[src/rtl/l2_req_responder_pkg.sv]
// Shared line/address/message types for the L2 request responder and its interface.
package l2_req_responder_pkg;

    localparam int WORD_BITS      = 64;
    localparam int WORDS_PER_LINE = 2;
    localparam int LINE_BITS      = WORD_BITS * WORDS_PER_LINE;
    localparam int ADDR_BITS      = 28;

    typedef logic [2:0]               coh_msg_t;
    typedef logic [1:0]               hprot_t;
    typedef logic [ADDR_BITS-1:0]     line_addr_t;
    typedef logic [LINE_BITS-1:0]     line_t;
    typedef logic [WORDS_PER_LINE-1:0] word_mask_t;
    typedef logic [3:0]               invack_cnt_t;

    localparam coh_msg_t REQ_V  = 3'd0;
    localparam coh_msg_t REQ_S  = 3'd1;
    localparam coh_msg_t REQ_O  = 3'd2;
    localparam coh_msg_t REQ_WT = 3'd3;
    localparam coh_msg_t REQ_WB = 3'd4;

    localparam coh_msg_t RSP_S      = 3'd0;
    localparam coh_msg_t RSP_O      = 3'd1;
    localparam coh_msg_t RSP_V      = 3'd2;
    localparam coh_msg_t RSP_WT     = 3'd3;
    localparam coh_msg_t RSP_WB_ACK = 3'd4;

    typedef struct packed {
        coh_msg_t   coh_msg;
        hprot_t     hprot;
        line_addr_t addr;
        line_t      line;
        word_mask_t word_mask;
    } l2_req_out_t;

    typedef struct packed {
        coh_msg_t    coh_msg;
        line_addr_t  addr;
        line_t       line;
        word_mask_t  word_mask;
        invack_cnt_t invack_cnt;
    } l2_rsp_in_t;

endpackage

[src/rtl/l2_req_responder_if.sv]
// Request/response channel pair between an L2 cache (master) and its memory-side responder (slave).
interface l2_req_responder_if;
    import l2_req_responder_pkg::*;

    logic        l2_req_out_valid;
    logic        l2_req_out_ready;
    l2_req_out_t l2_req_out;
    logic        l2_rsp_in_valid;
    logic        l2_rsp_in_ready;
    l2_rsp_in_t  l2_rsp_in;

    modport master (
        output l2_req_out_valid, l2_req_out, l2_rsp_in_ready,
        input  l2_req_out_ready, l2_rsp_in_valid, l2_rsp_in
    );

    modport slave (
        input  l2_req_out_valid, l2_req_out, l2_rsp_in_ready,
        output l2_req_out_ready, l2_rsp_in_valid, l2_rsp_in
    );

endinterface

[src/rtl/l2_req_responder.sv]
// Purpose: fixed-latency memory model answering L2 requests from a small line store (L2_RESP_STALL_INJECT_EN adds LFSR ready stalls).
// Latency: response valid exactly LATENCY cycles after the accepting edge; one request outstanding.
// Backpressure: response payload held until l2_rsp_in_ready; no new request accepted until then.
module l2_req_responder
    import l2_req_responder_pkg::*;
#(
    parameter int LATENCY   = 4,
    parameter int MEM_LINES = 16
) (
    input logic                clk,
    input logic                rst,
    l2_req_responder_if.slave  bus
);

    localparam int IDX_W = $clog2(MEM_LINES);

    typedef enum logic [1:0] {IDLE, WAIT, RESP} state_t;

    state_t      state_q, state_d;
    logic [3:0]  cnt_q, cnt_d;
    coh_msg_t    req_msg_q, req_msg_d;
    line_addr_t  req_addr_q, req_addr_d;
    line_t       req_line_q, req_line_d;
    word_mask_t  req_mask_q, req_mask_d;
    l2_rsp_in_t  rsp_q, rsp_d;
    line_t       mem_q [MEM_LINES];
    line_t       mem_d [MEM_LINES];

    logic              stall;
    logic              req_rdy;
    logic [IDX_W-1:0]  idx;
    line_t             rd_line;
    line_t             wr_line;
    logic              wr_en;
    l2_rsp_in_t        rsp_build;
    logic              unused_hprot;

    assign unused_hprot = ^bus.l2_req_out.hprot;

`ifdef L2_RESP_STALL_INJECT_EN
    logic [7:0] lfsr_q, lfsr_d;

    // Fibonacci form of x^8+x^6+x^5+x^4+1
    always_comb begin
        lfsr_d = {lfsr_q[6:0], lfsr_q[7] ^ lfsr_q[5] ^ lfsr_q[4] ^ lfsr_q[3]};
    end

    always_ff @(posedge clk or posedge rst) begin
        if (rst) lfsr_q <= 8'hA5;
        else     lfsr_q <= lfsr_d;
    end

    assign stall = lfsr_q[0];
`else
    assign stall = 1'b0;
`endif

    // Ready is forced low while reset is held, not just after the state flop clears.
    assign req_rdy = (state_q == IDLE) && !rst && !stall;

    assign bus.l2_req_out_ready = req_rdy;
    assign bus.l2_rsp_in_valid  = (state_q == RESP);
    assign bus.l2_rsp_in        = rsp_q;

    assign idx = req_addr_q[IDX_W-1:0];

    always_comb begin
        rd_line = mem_q[idx];
        wr_line = rd_line;
        for (int w = 0; w < WORDS_PER_LINE; w++) begin
            if (req_mask_q[w]) wr_line[w*WORD_BITS +: WORD_BITS] = req_line_q[w*WORD_BITS +: WORD_BITS];
        end
        wr_en               = 1'b0;
        rsp_build           = '0;
        rsp_build.addr      = req_addr_q;
        rsp_build.word_mask = req_mask_q;
        case (req_msg_q)
            REQ_V:  begin rsp_build.coh_msg = RSP_V;  rsp_build.line = rd_line; end
            REQ_S:  begin rsp_build.coh_msg = RSP_S;  rsp_build.line = rd_line; end
            REQ_O:  begin rsp_build.coh_msg = RSP_O;  rsp_build.line = rd_line; end
            REQ_WT: begin rsp_build.coh_msg = RSP_WT;     wr_en = 1'b1; end
            REQ_WB: begin rsp_build.coh_msg = RSP_WB_ACK; wr_en = 1'b1; end
            default: begin rsp_build.coh_msg = RSP_V; rsp_build.line = '1; end
        endcase
    end

    always_comb begin
        state_d    = state_q;
        cnt_d      = cnt_q;
        req_msg_d  = req_msg_q;
        req_addr_d = req_addr_q;
        req_line_d = req_line_q;
        req_mask_d = req_mask_q;
        rsp_d      = rsp_q;
        mem_d      = mem_q;
        case (state_q)
            IDLE: begin
                if (bus.l2_req_out_valid && req_rdy) begin
                    req_msg_d  = bus.l2_req_out.coh_msg;
                    req_addr_d = bus.l2_req_out.addr;
                    req_line_d = bus.l2_req_out.line;
                    req_mask_d = bus.l2_req_out.word_mask;
                    cnt_d      = 4'(LATENCY - 1);
                    state_d    = WAIT;
                end
            end
            WAIT: begin
                if (cnt_q == 4'd0) begin
                    rsp_d   = rsp_build;
                    state_d = RESP;
                    if (wr_en) mem_d[idx] = wr_line;
                end else begin
                    cnt_d = cnt_q - 4'd1;
                end
            end
            RESP: begin
                if (bus.l2_rsp_in_ready) state_d = IDLE;
            end
            default: state_d = IDLE;
        endcase
    end

    always_ff @(posedge clk or posedge rst) begin
        if (rst) begin
            state_q    <= IDLE;
            cnt_q      <= '0;
            req_msg_q  <= '0;
            req_addr_q <= '0;
            req_line_q <= '0;
            req_mask_q <= '0;
            rsp_q      <= '0;
            for (int i = 0; i < MEM_LINES; i++) mem_q[i] <= '0;
        end else begin
            state_q    <= state_d;
            cnt_q      <= cnt_d;
            req_msg_q  <= req_msg_d;
            req_addr_q <= req_addr_d;
            req_line_q <= req_line_d;
            req_mask_q <= req_mask_d;
            rsp_q      <= rsp_d;
            mem_q      <= mem_d;
        end
    end

endmodule

[src/flat_wrapper.sv]
// flat-port wrapper written by rule: the top's interface ports become plain ports
module l2_req_responder_flat import l2_req_responder_pkg::*;
#(
    parameter int LATENCY   = 4,
    parameter int MEM_LINES = 16
)
  (clk, rst, bus_l2_req_out_valid, bus_l2_req_out, bus_l2_rsp_in_ready, bus_l2_req_out_ready, bus_l2_rsp_in_valid, bus_l2_rsp_in);
  l2_req_responder_if bus_i ();
  input logic clk;
  input logic rst;
  input wire logic [$bits(bus_i.l2_req_out_valid)-1:0] bus_l2_req_out_valid;
  input wire logic [$bits(bus_i.l2_req_out)-1:0] bus_l2_req_out;
  input wire logic [$bits(bus_i.l2_rsp_in_ready)-1:0] bus_l2_rsp_in_ready;
  output wire logic [$bits(bus_i.l2_req_out_ready)-1:0] bus_l2_req_out_ready;
  output wire logic [$bits(bus_i.l2_rsp_in_valid)-1:0] bus_l2_rsp_in_valid;
  output wire logic [$bits(bus_i.l2_rsp_in)-1:0] bus_l2_rsp_in;
  assign bus_i.l2_req_out_valid = bus_l2_req_out_valid;
  assign bus_i.l2_req_out = bus_l2_req_out;
  assign bus_i.l2_rsp_in_ready = bus_l2_rsp_in_ready;
  assign bus_l2_req_out_ready = bus_i.l2_req_out_ready;
  assign bus_l2_rsp_in_valid = bus_i.l2_rsp_in_valid;
  assign bus_l2_rsp_in = bus_i.l2_rsp_in;
  l2_req_responder #(.LATENCY(LATENCY), .MEM_LINES(MEM_LINES)) u_core (.clk(clk), .rst(rst), .bus(bus_i));
endmodule
[config.mk]
export PLATFORM = sky130hd
export DESIGN_NAME = l2_req_responder_flat
export DESIGN_NICKNAME = d
export VERILOG_FILES = /design/src/rtl/l2_req_responder_pkg.sv /design/src/rtl/l2_req_responder_if.sv /design/src/rtl/l2_req_responder.sv /design/src/flat_wrapper.sv
export SDC_FILE = /design/constraint.sdc
export NUM_CORES = 2
export LEC_CHECK = 0
export CAP_MARGIN = 20
export CELL_PAD_IN_SITES_DETAIL_PLACEMENT = 1
export CELL_PAD_IN_SITES_GLOBAL_PLACEMENT = 2
export CORE_MARGIN = 4
export CORE_UTILIZATION = 40
export DETAILED_ROUTE_END_ITERATION = 10
export PLACE_DENSITY = 0.86
export SYNTH_ARGS = -nofsm -noshare
export SYNTH_HDL_FRONTEND = slang
export SYNTH_SLANG_ARGS = --single-unit
[constraint.sdc]
create_clock -name clk -period 145.9 [get_ports clk]
set_input_delay 36.475 -clock clk [delete_from_list [all_inputs] [get_ports clk]]
set_output_delay 36.475 -clock clk [all_outputs]
set_load 0.05 [all_outputs]
==> results.txt <==
# IOs - 334
GRT Residual Overflow - 0
CTS tree - built
Gates resized, CTS repair - 0
Status - complete, no violations
Synth Warn # - 0
Final TNS setup - 0 ps
Seq/Total Area, Yosys - 54.1%
Slew margin rel. - 21.3%
Max_cap viols - 0
Asr flop ratio synth - 100%
Crit Path Class - in2out
Core Region - 274000 um^2
RSZ-0062 raised after global routing - no
Vias in the first global route - 89400
Avg WL per Cell - 27.1 um
Sequential Power Share - 34.0%
Internal Power - 0.00158 W
Comb pwr share - 40.4%
Area grow syn2layout - 13.2%
VDD IR max - 0.0199 mV
Slew at the pin closest to its max-slew limit - 1180 ps
Syn Inst Count - 10100
Cts hold-fix bufs - 0
Synthesized cell area - 110000 um^2
Share of cells above drive strength 1 - 13.9%
FILL cells - 29100
Port bufs - 327
Fin. Hold Viols - 0
Largest net degree at the start of global routing - 181
Total CTS buffers - 272
Vias/cell - 5.97
GPL Wtd Cong - 0.802
Worst skew pair latency - 910 ps
Register area - 59500 um^2
Layout Skew - 49.4 ps
Worst hold path type - reg2reg
Startpoint type of the worst setup path - input port
Synth unique cells - 58
CP arrival - 38150 ps
Htree depth - 5
DR pass1 iterations - 7
#FFs+latches synth - 2376
Most common cell after layout, fill and taps aside - dfrtp_1
Type of destination of the critical path - output pin
Fin nets - 10200
Post-route ant nets - 0
Final Hold Slack - 471 ps
Hpwl dp - 213 mm
1st-iter DRT viols - 6317
Setup bufs post-CTS - 0
Top fanout value on the critical path - 2
First-pass GRT wire length - 571 mm
Final Max Tran Viols - 0
Net Switching - 0.00113 W
LEAKAGE - 54.6 nW
Most frequent cells in the layout - 2370 x dfrtp_1, 1676 x nand2_1, 1428 x o21ai_0, 892 x mux2i_1, 687 x a21oi_1
Tmin final - 74630 ps
Tot GR Track Use - 25.9%
Post-synth top flop - dfrtp_1
CP required - 109420 ps
Pwr Total - 0.00271 W
Initial core utilization - 40.2%
Root buf cell - clkbuf_16
Die area - 283000 um^2
Post-route DRC - 0
Die Ht - 532 um
Setup ws final - 71270 ps
Finished Core Util - 45.5%
DR vias - 82600
Pwr dens - 21.8 nW/um^2
Final setup violating endpoints - 0
CTS clk-pin slew, worst paths - 60 ps
Synth Area per Inst - 10.9 um^2
Initial antenna violation count - 9
Total wire length - 375 mm
Worst slack, placed - 71260 ps
Multi-input gate area - 46600 um^2
Post-synth EDFFs - 0
Clk pwr share - 25.7%
CTS Sinks - 2376
Sw Ratio - 41.7%
Fmax - 13.4 MHz
Clock tree buffer depth - 4
Row Count - 192
Tcrit/Tclk final - 51.2%
Die Span X - 532 um
state kept, by name (all words and copies together), names as in the netlist:
name                  flops
u_core.cnt_q              4
u_core.bus.l2_rsp_in    161
u_core.req_addr_q        28
u_core.req_msg_q          3
u_core.mem_q           2048
u_core.req_line_q       128
u_core.req_mask_q         2
u_core.state_q            2
cells in the mapped netlist (all sizes together), types with 2 or more instances:
library cell	count	share of area (%)
o21a	40	0.32
clkbuf	469	1.6
nor2b	5	0.028
a22oi	214	1.5
nand2	1677	5.7
nor2	650	2.2
a21oi	688	3.1
a221oi	149	2.8
o221a	39	0.40
nor4	2	0.011
dfrtp	2376	54
and2	8	0.046
o22ai	2	0.011
o21ai	1545	7.0
o2bb2ai	64	0.51
mux2	292	3.0
a32oi	64	0.95
nand2b	3	0.017
buf	390	2.3
nand4	4	0.023
a22o	83	0.66
o211ai	124	0.85
a21o	5	0.034
inv	5	0.017
nand3	67	0.30
and3	31	0.18
xnor2	2	0.016
a21boi	86	1.5
mux2i	892	8.1
mux4	128	2.6
nor3b	2	0.023
cells by family after synthesis:
kind of cell / Yosys count / share of synthesized area (%)
AOI/OAI and AO/OA: 3104 / 19.6
and+or+nand+nor: 2458 / 8.65
DFF: 2376 / 54.1
muxes: 1312 / 13.7
buffers and inverters: 864 / 3.89
xor gates and xnor gates: 3 / 0.0239
adders and majority gates: 1 / 0.0114
other: 1 / 0.00341
power groups by stage:
stage / registers [W] / clock network, W / logic (W)
finish: 0.000921 / 0.000696 / 0.00109
global route: 0.000935 / 0.000737 / 0.00116
CTS: 0.000921 / 0.000709 / 0.00109
detailed placement: 0.000931 / 0 / 0.00108
global placement: 0.000921 / 0 / 0.00106
floorplan: 0.000954 / 0 / 0.000704
path summary, 6_finish.rpt:
kind                                                    from                                    end  slack [ps]  depth (start not counted)
min reg2reg                u_core.req_addr_q[21]$_DFFE_PP0P_  u_core.bus.l2_rsp_in[155]$_DFFE_PP0P_         470                          2
min in group asynchronous                                rst      u_core.req_addr_q[17]$_DFFE_PP0P_       36130                          2
max in group asynchronous                                rst          u_core.mem_q[915]$_DFFE_PP0P_      105140                          8
max                                                      rst                   bus_l2_req_out_ready       71270                          3
max reg2reg                 u_core.req_addr_q[1]$_DFFE_PP0P_         u_core.mem_q[1886]$_DFFE_PP0P_      140000                          9
min                        u_core.req_addr_q[21]$_DFFE_PP0P_  u_core.bus.l2_rsp_in[155]$_DFFE_PP0P_         470                          2
routing by layer:
layer  global-route usage (%)  part of all wire, %  vias up
met5                        0               0.0083        -
met3                     4.32                  5.9      741
met1                     34.2                   42    43700
met2                     43.1                   48     2380
met4                     9.10                  3.7        6
li1                         -                    -    35700
critical path: stages:
cell and delay (ps):
clkdlybuf4s50_1 530, nor3_1 270, clkdlybuf4s50_1 870
through the flow:
step / std cells / area (um^2)
3_5_place_dp: 13300 / 115000
4_1_cts: 13800 / 124000
6_report: 13800 / 124000
2_1_floorplan: 10100 / 110000
3_3_place_gp: 13300 / 115000
5_1_grt: 13800 / 124000
final cells by class:
cell class	count	share of cell area, %
sequential	2376	47.8
multi-input combinational	6882	37.4
clock buffer	409	6.53
timing repair buffer	491	3.89
tap	3589	3.61
clock inverter	70	0.721
inverter	5	0.0211
antenna	8	0.0161
Note: power is estimated with default switching activity, not from simulation.
